$ cat src/rtl/mips_pkg.sv
// Shared definitions for the HI/LO multiply/divide unit: operation encodings,
// sequencer states and the default datapath width.
package mips_pkg;

  localparam int XLEN_DEF = 32;

  typedef enum logic [1:0] {
    MD_MULTU = 2'b00,
    MD_MULT  = 2'b01,
    MD_DIVU  = 2'b10,
    MD_DIV   = 2'b11
  } md_op_e;

  typedef enum logic [1:0] {
    IDLE = 2'd0,
    RUN  = 2'd1,
    FIN  = 2'd2
  } md_state_e;

  function automatic logic md_is_div(input md_op_e o);
    return (o == MD_DIVU) || (o == MD_DIV);
  endfunction

  function automatic logic md_is_signed(input md_op_e o);
    return (o == MD_MULT) || (o == MD_DIV);
  endfunction

endpackage

$ cat src/rtl/muldiv_step.sv
// One radix-2 iteration on unsigned magnitudes: shift-add for multiply,
// restoring subtract-and-shift for divide. Purely combinational.
module muldiv_step #(
  parameter int XLEN = 32
) (
  input  logic [XLEN:0]   hi_i,
  input  logic [XLEN-1:0] lo_i,
  input  logic [XLEN-1:0] opnd_i,
  input  logic            is_div_i,
  output logic [XLEN:0]   hi_o,
  output logic [XLEN-1:0] lo_o
);

  logic [XLEN:0] sum;
  logic [XLEN:0] shifted;
  logic [XLEN:0] diff;
  logic          qbit;

  // NOTE: every output gets a value on every path through always_comb;
  // a missing branch assignment would infer a latch.
  always_comb begin
    sum     = hi_i + (lo_i[0] ? {1'b0, opnd_i} : '0);
    shifted = {hi_i[XLEN-1:0], lo_i[XLEN-1]};
    diff    = shifted - {1'b0, opnd_i};
    qbit    = (shifted >= {1'b0, opnd_i});
    if (is_div_i) begin
      // Quotient bits enter at the bottom as dividend bits leave the top.
      hi_o = qbit ? diff : shifted;
      lo_o = {lo_i[XLEN-2:0], qbit};
    end else begin
      hi_o = {1'b0, sum[XLEN:1]};
      lo_o = {sum[0], lo_i[XLEN-1:1]};
    end
  end

endmodule

$ cat src/rtl/muldiv_sequencer.sv
// HI/LO multiply/divide sequencer: latches operands, runs XLEN iterations of
// muldiv_step, applies sign correction and raises stalls for early HI/LO reads.
module muldiv_sequencer
  import mips_pkg::*;
#(
  parameter int XLEN  = XLEN_DEF,
  parameter int CNT_W = 6
) (
  input  logic            clk,
  input  logic            rst,
  input  logic            start,
  input  logic [1:0]      op,
  input  logic [XLEN-1:0] a,
  input  logic [XLEN-1:0] b,
  input  logic            flush,
  input  logic            rd_hilo,
  output logic            busy,
  output logic            done,
  output logic            stall_req,
  output logic            div_by_zero,
  output logic [XLEN-1:0] hi,
  output logic [XLEN-1:0] lo
);

  md_state_e       state_q;
  md_op_e          op_q;
  logic [CNT_W-1:0] cnt_q;
  logic [XLEN:0]   acc_hi_q;
  logic [XLEN-1:0] acc_lo_q;
  logic [XLEN-1:0] opnd_q;
  logic [XLEN-1:0] a_q;
  logic            neg_q;
  logic            rem_neg_q;
  logic            b_zero_q;
  logic [XLEN-1:0] hi_q;
  logic [XLEN-1:0] lo_q;
  logic            done_q;
  logic            dbz_q;

  md_op_e          op_in;
  logic            in_div;
  logic            a_neg;
  logic            b_neg;
  logic [XLEN-1:0] a_mag;
  logic [XLEN-1:0] b_mag;
  logic            op_is_div;
  logic [XLEN:0]   step_hi;
  logic [XLEN-1:0] step_lo;

  assign op_in  = md_op_e'(op);
  assign in_div = md_is_div(op_in);
  assign a_neg  = md_is_signed(op_in) & a[XLEN-1];
  assign b_neg  = md_is_signed(op_in) & b[XLEN-1];
  // An unsigned XLEN-bit magnitude holds 2^(XLEN-1) exactly, so -2^(XLEN-1) needs no special case.
  assign a_mag  = a_neg ? -a : a;
  assign b_mag  = b_neg ? -b : b;
  assign op_is_div = md_is_div(op_q);

  muldiv_step #(.XLEN(XLEN)) u_step (
    .hi_i     (acc_hi_q),
    .lo_i     (acc_lo_q),
    .opnd_i   (opnd_q),
    .is_div_i (op_is_div),
    .hi_o     (step_hi),
    .lo_o     (step_lo)
  );

  logic [2*XLEN-1:0] prod;
  logic [XLEN-1:0]   quo;
  logic [XLEN-1:0]   rem;
  logic [XLEN-1:0]   fin_hi;
  logic [XLEN-1:0]   fin_lo;

  always_comb begin
    prod = {acc_hi_q[XLEN-1:0], acc_lo_q};
    if (neg_q) prod = -prod;
    quo    = neg_q ? -acc_lo_q : acc_lo_q;
    rem    = rem_neg_q ? -acc_hi_q[XLEN-1:0] : acc_hi_q[XLEN-1:0];
    fin_hi = prod[2*XLEN-1:XLEN];
    fin_lo = prod[XLEN-1:0];
    if (op_is_div) begin
      if (b_zero_q) begin
        fin_hi = a_q;
        fin_lo = '1;
      end else begin
        fin_hi = rem;
        fin_lo = quo;
      end
    end
  end

  // NOTE: state registers use non-blocking assignments so every flop samples
  // pre-edge values regardless of statement order.
  always_ff @(posedge clk or negedge rst) begin
    if (!rst) begin
      state_q   <= IDLE;
      op_q      <= MD_MULTU;
      cnt_q     <= '0;
      acc_hi_q  <= '0;
      acc_lo_q  <= '0;
      opnd_q    <= '0;
      a_q       <= '0;
      neg_q     <= 1'b0;
      rem_neg_q <= 1'b0;
      b_zero_q  <= 1'b0;
      hi_q      <= '0;
      lo_q      <= '0;
      done_q    <= 1'b0;
      dbz_q     <= 1'b0;
    end else begin
      done_q <= 1'b0;
      dbz_q  <= 1'b0;
      case (state_q)
        IDLE: begin
          if (start && !flush) begin
            state_q   <= RUN;
            op_q      <= op_in;
            cnt_q     <= '0;
            acc_hi_q  <= '0;
            acc_lo_q  <= in_div ? a_mag : b_mag;
            opnd_q    <= in_div ? b_mag : a_mag;
            a_q       <= a;
            neg_q     <= a_neg ^ b_neg;
            rem_neg_q <= a_neg;
            b_zero_q  <= (b == '0);
          end
        end
        RUN: begin
          if (flush) begin
            state_q <= IDLE;
          end else begin
            acc_hi_q <= step_hi;
            acc_lo_q <= step_lo;
            cnt_q    <= cnt_q + 1'b1;
            if (cnt_q == CNT_W'(XLEN - 1)) state_q <= FIN;
          end
        end
        FIN: begin
          state_q <= IDLE;
          if (!flush) begin
            hi_q   <= fin_hi;
            lo_q   <= fin_lo;
            done_q <= 1'b1;
            dbz_q  <= op_is_div & b_zero_q;
          end
        end
        default: state_q <= IDLE;
      endcase
    end
  end

  assign busy        = (state_q != IDLE);
  assign stall_req   = rd_hilo & (busy | (start & (state_q == IDLE)));
  assign done        = done_q;
  assign div_by_zero = dbz_q;
  assign hi          = hi_q;
  assign lo          = lo_q;

endmodule
$ cat config.mk
export PLATFORM = sky130hd
export DESIGN_NAME = muldiv_sequencer
export DESIGN_NICKNAME = d
export VERILOG_FILES = /design/src/rtl/mips_pkg.sv /design/src/rtl/muldiv_step.sv /design/src/rtl/muldiv_sequencer.sv
export SDC_FILE = /design/constraint.sdc
export NUM_CORES = 1
export LEC_CHECK = 0
export CAP_MARGIN = 20
export CORE_UTILIZATION = 44
export CTS_BUF_LIST = sky130_fd_sc_hd__clkbuf_4
export CTS_CLUSTER_SIZE = 14
export DETAILED_ROUTE_END_ITERATION = 10
export PLACE_DENSITY = 0.68
export SKIP_CTS_REPAIR_TIMING = 1
export SLEW_MARGIN = 15
export SYNTH_ARGS = -nofsm -noshare
export SYNTH_HDL_FRONTEND = slang
export SYNTH_HIERARCHICAL = 1
export SYNTH_SLANG_ARGS = --single-unit
$ cat constraint.sdc
create_clock -name clk -period 4 [get_ports clk]
set_input_delay 0.4 -clock clk [delete_from_list [all_inputs] [get_ports clk]]
set_output_delay 0.4 -clock clk [all_outputs]
set_load 0.01 [all_outputs]
==> impl_metrics.json, run 1 <==
{
  "rows": 72,
  "max_stage_delay_ns": 0.46,
  "syn_area_sq_um": 17600,
  "final-hold-violation-count": 0,
  "grt_use_total_pct": 33.9,
  "cp_top_family": "compound AO/OA/AOI/OAI gates",
  "cp-start-kind": "flop",
  "pwr-share-seq_pct": 25.2,
  "path_buf_inv": 2,
  "drtIter0Drc": 1906,
  "p_leak_nw": 8.69,
  "drc": 2,
  "clkLatencyLatePin_ns": 0.84,
  "whs_ns": 0.275,
  "worstHoldPathType": "primary input to asynchronous set/reset pin",
  "fin_setup_tns_ns": 0,
  "clkSlewWorstSetupHoldPaths_ns": 0.07,
  "syn_avg_cell_area_sq_um": 8.07,
  "fmax_mhz": 276,
  "synth_edf_count": 0,
  "first_pass_iters": 9,
  "synth_seq_area_share_pct": 29.4,
  "stdcell_count": 2877,
  "synth_cell_types": 90,
  "crit_fanout": 17,
  "run_status": "complete, but fails checks",
  "busiest_layer": "met2",
  "place_inst": 2773,
  "grt_pass1_wl_mm": 106,
  "internal_power_mw": 6.99,
  "routabilityCongestion": 1.02,
  "cts_max_level": 2,
  "yosysTopAreaCell": "dfrtp_1",
  "violations": "design-rule violations",
  "fin_crit_sh_pct": 90.5,
  "postLayoutCoreUtil_pct": 52.3,
  "viasPerCell": 6.40,
  "finalMaxSlewViolations": 0,
  "regToRegSetupSlack_ns": 0.38,
  "wire_per_inst_microns": 24.3,
  "vias": 18400,
  "coreArea_sq_um": 39000,
  "overflow": 0,
  "initial_core_util_pct": 45.1,
  "p_sw_share_pct": 50.3,
  "synth_area_leaders": "dfrtp_1 29%, nand2_1 5.4%, a21oi_1 5.3%, ha_1 4.9%, xor2_1 4.7%",
  "slew_headroom_pct": 30.8,
  "gr-usage-met3_pct": 8.53,
  "cts_made_buffers": 59,
  "worstPathRequired_ns": 4.70,
  "syn_to_final_growth_pct": 15.9,
  "final.min_clock_period_ns": 3.62,
  "dp_slack_ns": 0.479,
  "drv_cap": 0,
  "synth_ff_type": "dfrtp_1",
  "ys_async_sr_fraction_pct": 100,
  "r2r_cells": 14,
  "crit_arrival_ns": 4.32,
  "endpoint_kind": "flop",
  "final_nets": 2459,
  "cts_sinks": 207,
  "power.share.clock_pct": 14.0,
  "grt_pass1_vias": 17300,
  "antenna_left": 0,
  "p_comb_share_pct": 60.7,
  "critPathSlowestCell": "dfrtp_1",
  "grt_setup_unrepaired": "no",
  "antenna_found_initial": 3,
  "setup_ws_ns": 0.380,
  "grt_max_degree": 113,
  "r2r_end": "acc_hi_q[29]$_DFFE_PN0P_",
  "cts.path.max_buffers": 3,
  "place_area_sq_um": 19700,
  "synth.top_cell.area_share_pct": 29.4,
  "die_height_microns": 202,
  "die_width_microns": 202,
  "synth.yosys.warnings": 6,
  "p_per_area_nw_per_um2": 690,
  "pin_count": 139,
  "r2r_start": "acc_lo_q[0]$_DFFE_PN0P_",
  "max-vdd-ir-drop_uv": 517,
  "cts_tree": "done",
  "setup_viol": 0,
  "syn_nets": 2323,
  "wl_mm": 70.0,
  "switching_power_mw": 7.09,
  "met2_usage_pct": 50.4,
  "syn_inst": 2181,
  "root_buffer": "clkbuf_4",
  "path_class": "flop to flop",
  "numPortBuffers": 138,
  "grtUsageMet1_pct": 46.1,
  "fin_area_sq_um": 20400,
  "drive_gt1_share_pct": 10.9,
  "power.total_mw": 14.1,
  "path_cells": "buf_4 -> buf_4 -> and2_1 -> ha_1 -> a21oi_2 -> o21ai_0 -> and2_1 -> o31ai_1 -> a21oi_1 -> a221o_1 -> a31oi_1 -> xnor2_1 -> a22o_1 -> a22o_1",
  "ys_seq_elements": 207,
  "die_area_sq_um": 40800,
  "clock_skew_ns": 0.0498,
  "tightestPinTransition_ns": 1.04,
  "hpwl_mm": 52.6
}
Yosys cell counts, types with 11 or more instances:
library cell / instances
a211oi_1: 22
a21o_1: 37
a21oi_1: 188
a22o_1: 32
a31oi_1: 34
and2_1: 46
and3_1: 25
buf_1: 12
buf_2: 11
clkbuf_1: 109
dfrtp_1: 207
ha_1: 69
inv_1: 64
mux2_2: 39
mux2i_1: 53
nand2_1: 253
nand2b_1: 15
nand3_1: 39
nand4_1: 25
nor2_1: 198
nor2b_1: 11
nor3_1: 40
nor4_1: 24
o211ai_1: 24
o21a_1: 17
o21ai_0: 111
o21ai_1: 13
o221ai_1: 19
o22ai_1: 13
o31ai_1: 30
o41ai_1: 15
or2_2: 12
or3_1: 29
or4_1: 14
xnor2_1: 83
xor2_1: 95
power groups by stage:
stage          registers [mW]  logic (mW)  clock network (mW)
6_report                 3.55        8.55                1.98
5_1_grt                  3.59        9.23                2.15
2_1_floorplan            3.15        6.14                   0
4_1_cts                  3.51        8.33                2.02
3_5_place_dp             3.54        8.28                   0
3_3_place_gp             3.54        8.22                   0
worst max path at each step:
stage / startpoint / cells after the start / endpoint / slack [ns]
3_5_place_dp: acc_lo_q[0]$_DFFE_PN0P_ / 14 / acc_hi_q[29]$_DFFE_PN0P_ / 0.48
5_1_grt: acc_lo_q[0]$_DFFE_PN0P_ / 14 / acc_hi_q[29]$_DFFE_PN0P_ / 0.15
6_report: acc_lo_q[0]$_DFFE_PN0P_ / 14 / acc_hi_q[29]$_DFFE_PN0P_ / 0.38
2_1_floorplan: acc_lo_q[0]$_DFFE_PN0P_ / 13 / acc_hi_q[29]$_DFFE_PN0P_ / 0.95
4_1_cts: acc_lo_q[0]$_DFFE_PN0P_ / 14 / acc_hi_q[29]$_DFFE_PN0P_ / 0.42
3_3_place_gp: flush / 6 / opnd_q[15]$_DFFE_PN0P_ / 0.49
worst register-to-register path: cells and delay by family (launching register included):
kind / cells / cell delay (ns)
compound gates: 8 / 1.83
flops: 1 / 0.46
buf+inv: 2 / 0.42
fa+ha+maj: 1 / 0.34
simple gates: 2 / 0.34
xor+xnor: 1 / 0.11
area by class of cell:
type | instances | area, sq um
fillers | 3722 | 18600
diodes | 2 | 5.00
repair buffers | 213 | 1990
multi-input cells | 1769 | 11600
inverters | 67 | 251
clock inverters | 16 | 78.8
well taps | 518 | 648
flip-flops and latches | 207 | 5180
clock buffers | 85 | 638
state kept, by name, summed over array words and instances (netlist names):
| register | cells |
|---|---|
| a_q | 32 |
| acc_hi_q | 33 |
| acc_lo_q | 32 |
| b_zero_q | 1 |
| cnt_q | 6 |
| div_by_zero | 1 |
| done | 1 |
| hi | 32 |
| lo | 32 |
| neg_q | 1 |
| op_q | 1 |
| opnd_q | 32 |
| rem_neg_q | 1 |
| state_q | 2 |
placed cells by master, fill, tap and decap left out, types with 30 or more instances in the layout:
cell	synthesis	final
nand2_1	253	252
dfrtp_1	207	205
nor2_1	198	195
a21oi_1	188	188
clkdlybuf4s50_1	0	137
o21ai_0	111	111
xor2_1	95	95
clkbuf_4	0	85
xnor2_1	83	83
buf_4	0	71
ha_1	69	69
inv_1	64	63
mux2i_1	53	53
and2_1	46	46
nor3_1	40	40
nand3_1	39	39
mux2_2	39	39
a21o_1	37	37
a31oi_1	34	34
a22o_1	32	32
o31ai_1	30	30
routing by layer:
| metal | routed length, microns | part of all wire [%] |
|---|---|---|
| met1 | 29300 | 42 |
| met2 | 30100 | 43 |
| met3 | 7220 | 10 |
| met4 | 3390 | 4.8 |
| met5 | 23 | 0.033 |
cells by family after synthesis:
group / count (synthesis) / synth area share (%)
mux: 92 / 5.51
xor+xnor: 178 / 8.86
simple gates: 768 / 21.3
fa+ha+maj: 71 / 5.13
flops: 207 / 29.4
compound gates: 660 / 25.0
buf+inv: 205 / 4.82
No activity file was read; power rests on OpenSTA's default activity.
==> run 2: changes to the inputs <==
- ABC_AREA: not set -> 1
- PLACE_DENSITY: 0.68 -> 0.67
==> run 2 against run 1 <==
The flow now finishes without violations. Power increased by 5.8%. Combinational power increased by 12%. Non-clock buffer count decreased by 30. First-iteration DRC count increased by 64%. Setup slack improved by 0.68 ns. Register-to-register slack improved by 0.68 ns. Maximum frequency increased by 23%. Wire length increased by 24%. Largest cell class unchanged.
==> impl_metrics.json, run 2 <==
{
  "stdcell_count": 4168,
  "final-hold-violation-count": 0,
  "r2r_end": "acc_hi_q[0]$_DFFE_PN0P_",
  "cts_made_buffers": 57,
  "grt_setup_unrepaired": "no",
  "p_leak_nw": 12.0,
  "synth_area_leaders": "dfrtp_1 25%, nand2_1 22%, nand3_1 8.0%, inv_1 7.5%, nor2_1 6.6%",
  "ys_seq_elements": 207,
  "hpwl_mm": 70.0,
  "cts_tree": "done",
  "antenna_left": 0,
  "clkLatencyLatePin_ns": 0.85,
  "r2r_cells": 16,
  "syn_to_final_growth_pct": 13.3,
  "drive_gt1_share_pct": 7.58,
  "grt_pass1_vias": 21900,
  "ys_async_sr_fraction_pct": 100,
  "routabilityCongestion": 1.08,
  "cp-start-kind": "flop",
  "gr-usage-met3_pct": 8.86,
  "final_nets": 3665,
  "initial_core_util_pct": 44.7,
  "place_inst": 4062,
  "clkSlewWorstSetupHoldPaths_ns": 0.08,
  "path_cells": "ha_1 -> nand2_1 -> inv_1 -> nand2_1 -> nand2_1 -> nand2_1 -> nand2_1 -> inv_1 -> nand2_2 -> nand2_4 -> buf_4 -> nand3_1 -> nand3_1 -> nand2_1 -> nand2_1 -> o21ai_0",
  "fmax_mhz": 340,
  "synth_ff_type": "dfrtp_1",
  "grtUsageMet1_pct": 49.3,
  "wl_mm": 87.2,
  "regToRegSetupSlack_ns": 1.06,
  "grt_max_degree": 95,
  "first_pass_iters": 7,
  "postLayoutCoreUtil_pct": 50.6,
  "fin_setup_tns_ns": 0,
  "tightestPinTransition_ns": 1.09,
  "synth_cell_types": 50,
  "whs_ns": 0.228,
  "synth_edf_count": 0,
  "drc": 0,
  "critPathSlowestCell": "dfrtp_1",
  "syn_nets": 3538,
  "register_area_sq_um": 5180,
  "yosysTopAreaCell": "dfrtp_1",
  "die_height_microns": 217,
  "synth_commonest_cells": "1,173 x nand2_1, 405 x inv_1, 355 x nor2_1, 326 x nand3_1, 207 x dfrtp_1",
  "root_buffer": "clkbuf_4",
  "grt_use_total_pct": 37.1,
  "viasPerCell": 5.64,
  "cp_top_family": "simple AND/OR/NAND/NOR gates",
  "worstHoldPathType": "primary input to asynchronous set/reset pin",
  "slew_headroom_pct": 27.2,
  "antenna_found_initial": 4,
  "synth.most_common_cell": "nand2_1",
  "overflow": 0,
  "crit_arrival_ns": 3.64,
  "synth.top_cell.area_share_pct": 25.5,
  "cts_sinks": 207,
  "wire_per_inst_microns": 20.9,
  "fillCellCount": 4908,
  "die_area_sq_um": 47100,
  "fin_crit_sh_pct": 73.5,
  "r2r_start": "acc_hi_q[11]$_DFFE_PN0P_",
  "synth_seq_area_share_pct": 25.5,
  "syn_inst": 3396,
  "path_buf_inv": 3,
  "largest_register_ff_count": 33,
  "numPortBuffers": 138,
  "rows": 78,
  "crit_fanout": 26,
  "final.min_clock_period_ns": 2.94,
  "clock_skew_ns": 0.0715,
  "met2_usage_pct": 55.7,
  "drv_cap": 0,
  "grt_pass1_wl_mm": 132,
  "drtIter0Drc": 3119,
  "p_per_area_nw_per_um2": 647,
  "layout_commonest_cell": "nand2_1",
  "run_status": "complete, no violations",
  "coreArea_sq_um": 45500,
  "max_stage_delay_ns": 0.64,
  "layout_common_cells": "1,173 x nand2_1, 405 x inv_1, 355 x nor2_1, 325 x nand3_1, 205 x dfrtp_1",
  "power.total_mw": 14.9,
  "cts_max_level": 2,
  "finalMaxSlewViolations": 0,
  "vias": 23500,
  "busiest_layer": "met2",
  "multi_input_area_sq_um": 13000,
  "die_width_microns": 217,
  "cts.path.max_buffers": 3,
  "crit_path_frequent_cell": "nand2_1",
  "path_class": "flop to flop",
  "pin_count": 139,
  "max-vdd-ir-drop_uv": 340,
  "synth.yosys.warnings": 6,
  "setup_viol": 0,
  "endpoint_kind": "flop",
  "regMostFlops": "acc_hi_q",
  "syn_area_sq_um": 20300,
  "syn_avg_cell_area_sq_um": 5.99,
  "worstPathRequired_ns": 4.70
}
==> run 2: final cells by class <==
cell class	instances	share of cell area, %
Antenna cell	4	0.0435
Clock buffer	87	2.84
Clock inverter	13	0.304
Inverter	427	6.96
Multi-Input combinational cell	2647	56.4
Sequential cell	207	22.5
Tap cell	600	3.26
Timing Repair Buffer	183	7.69
==> run 2: cell families after synthesis <==
| group | synth area share [%] |
|---|---|
| simple gates | 43.3 |
| buf+inv | 10.7 |
| compound gates | 12.5 |
| flops | 25.5 |
| xor+xnor | 3.49 |
| fa+ha+maj | 4.44 |
==> run 2: report_power, final <==
group | internal (mW) | switching [mW]
Combinational | 3.05 | 6.50
Clock | 0.994 | 1.01
Sequential | 2.49 | 0.857
==> run 2: worst max-delay path by stage <==
stage	from	cells after the start	endpoint	slack [ns]
2_1_floorplan	acc_lo_q[0]$_DFFE_PN0P_	17	acc_hi_q[21]$_DFFE_PN0P_	1.60
3_3_place_gp	acc_hi_q[11]$_DFFE_PN0P_	15	acc_hi_q[5]$_DFFE_PN0P_	1.15
3_5_place_dp	acc_hi_q[21]$_DFFE_PN0P_	16	acc_hi_q[26]$_DFFE_PN0P_	1.15
4_1_cts	acc_hi_q[21]$_DFFE_PN0P_	16	acc_hi_q[26]$_DFFE_PN0P_	1.11
5_1_grt	acc_hi_q[11]$_DFFE_PN0P_	15	acc_hi_q[8]$_DFFE_PN0P_	0.85
6_report	acc_hi_q[11]$_DFFE_PN0P_	16	acc_hi_q[0]$_DFFE_PN0P_	1.06
==> run 2: layer usage <==
| layer | up-vias | share of wire [%] |
|---|---|---|
| met5 | - | 0.029 |
| met3 | 239 | 10 |
| met2 | 1268 | 42 |
| met1 | 10800 | 42 |
| met4 | 4 | 5.8 |
| li1 | 11100 | - |
==> run 2: stage by stage <==
step	worst slack (ns)	area [sq um]
after floorplan	1.60	20300
after global placement	1.15	22300
after detailed placement	1.15	22300
after CTS	1.11	23000
after global routing	0.853	23000
final	1.06	23000
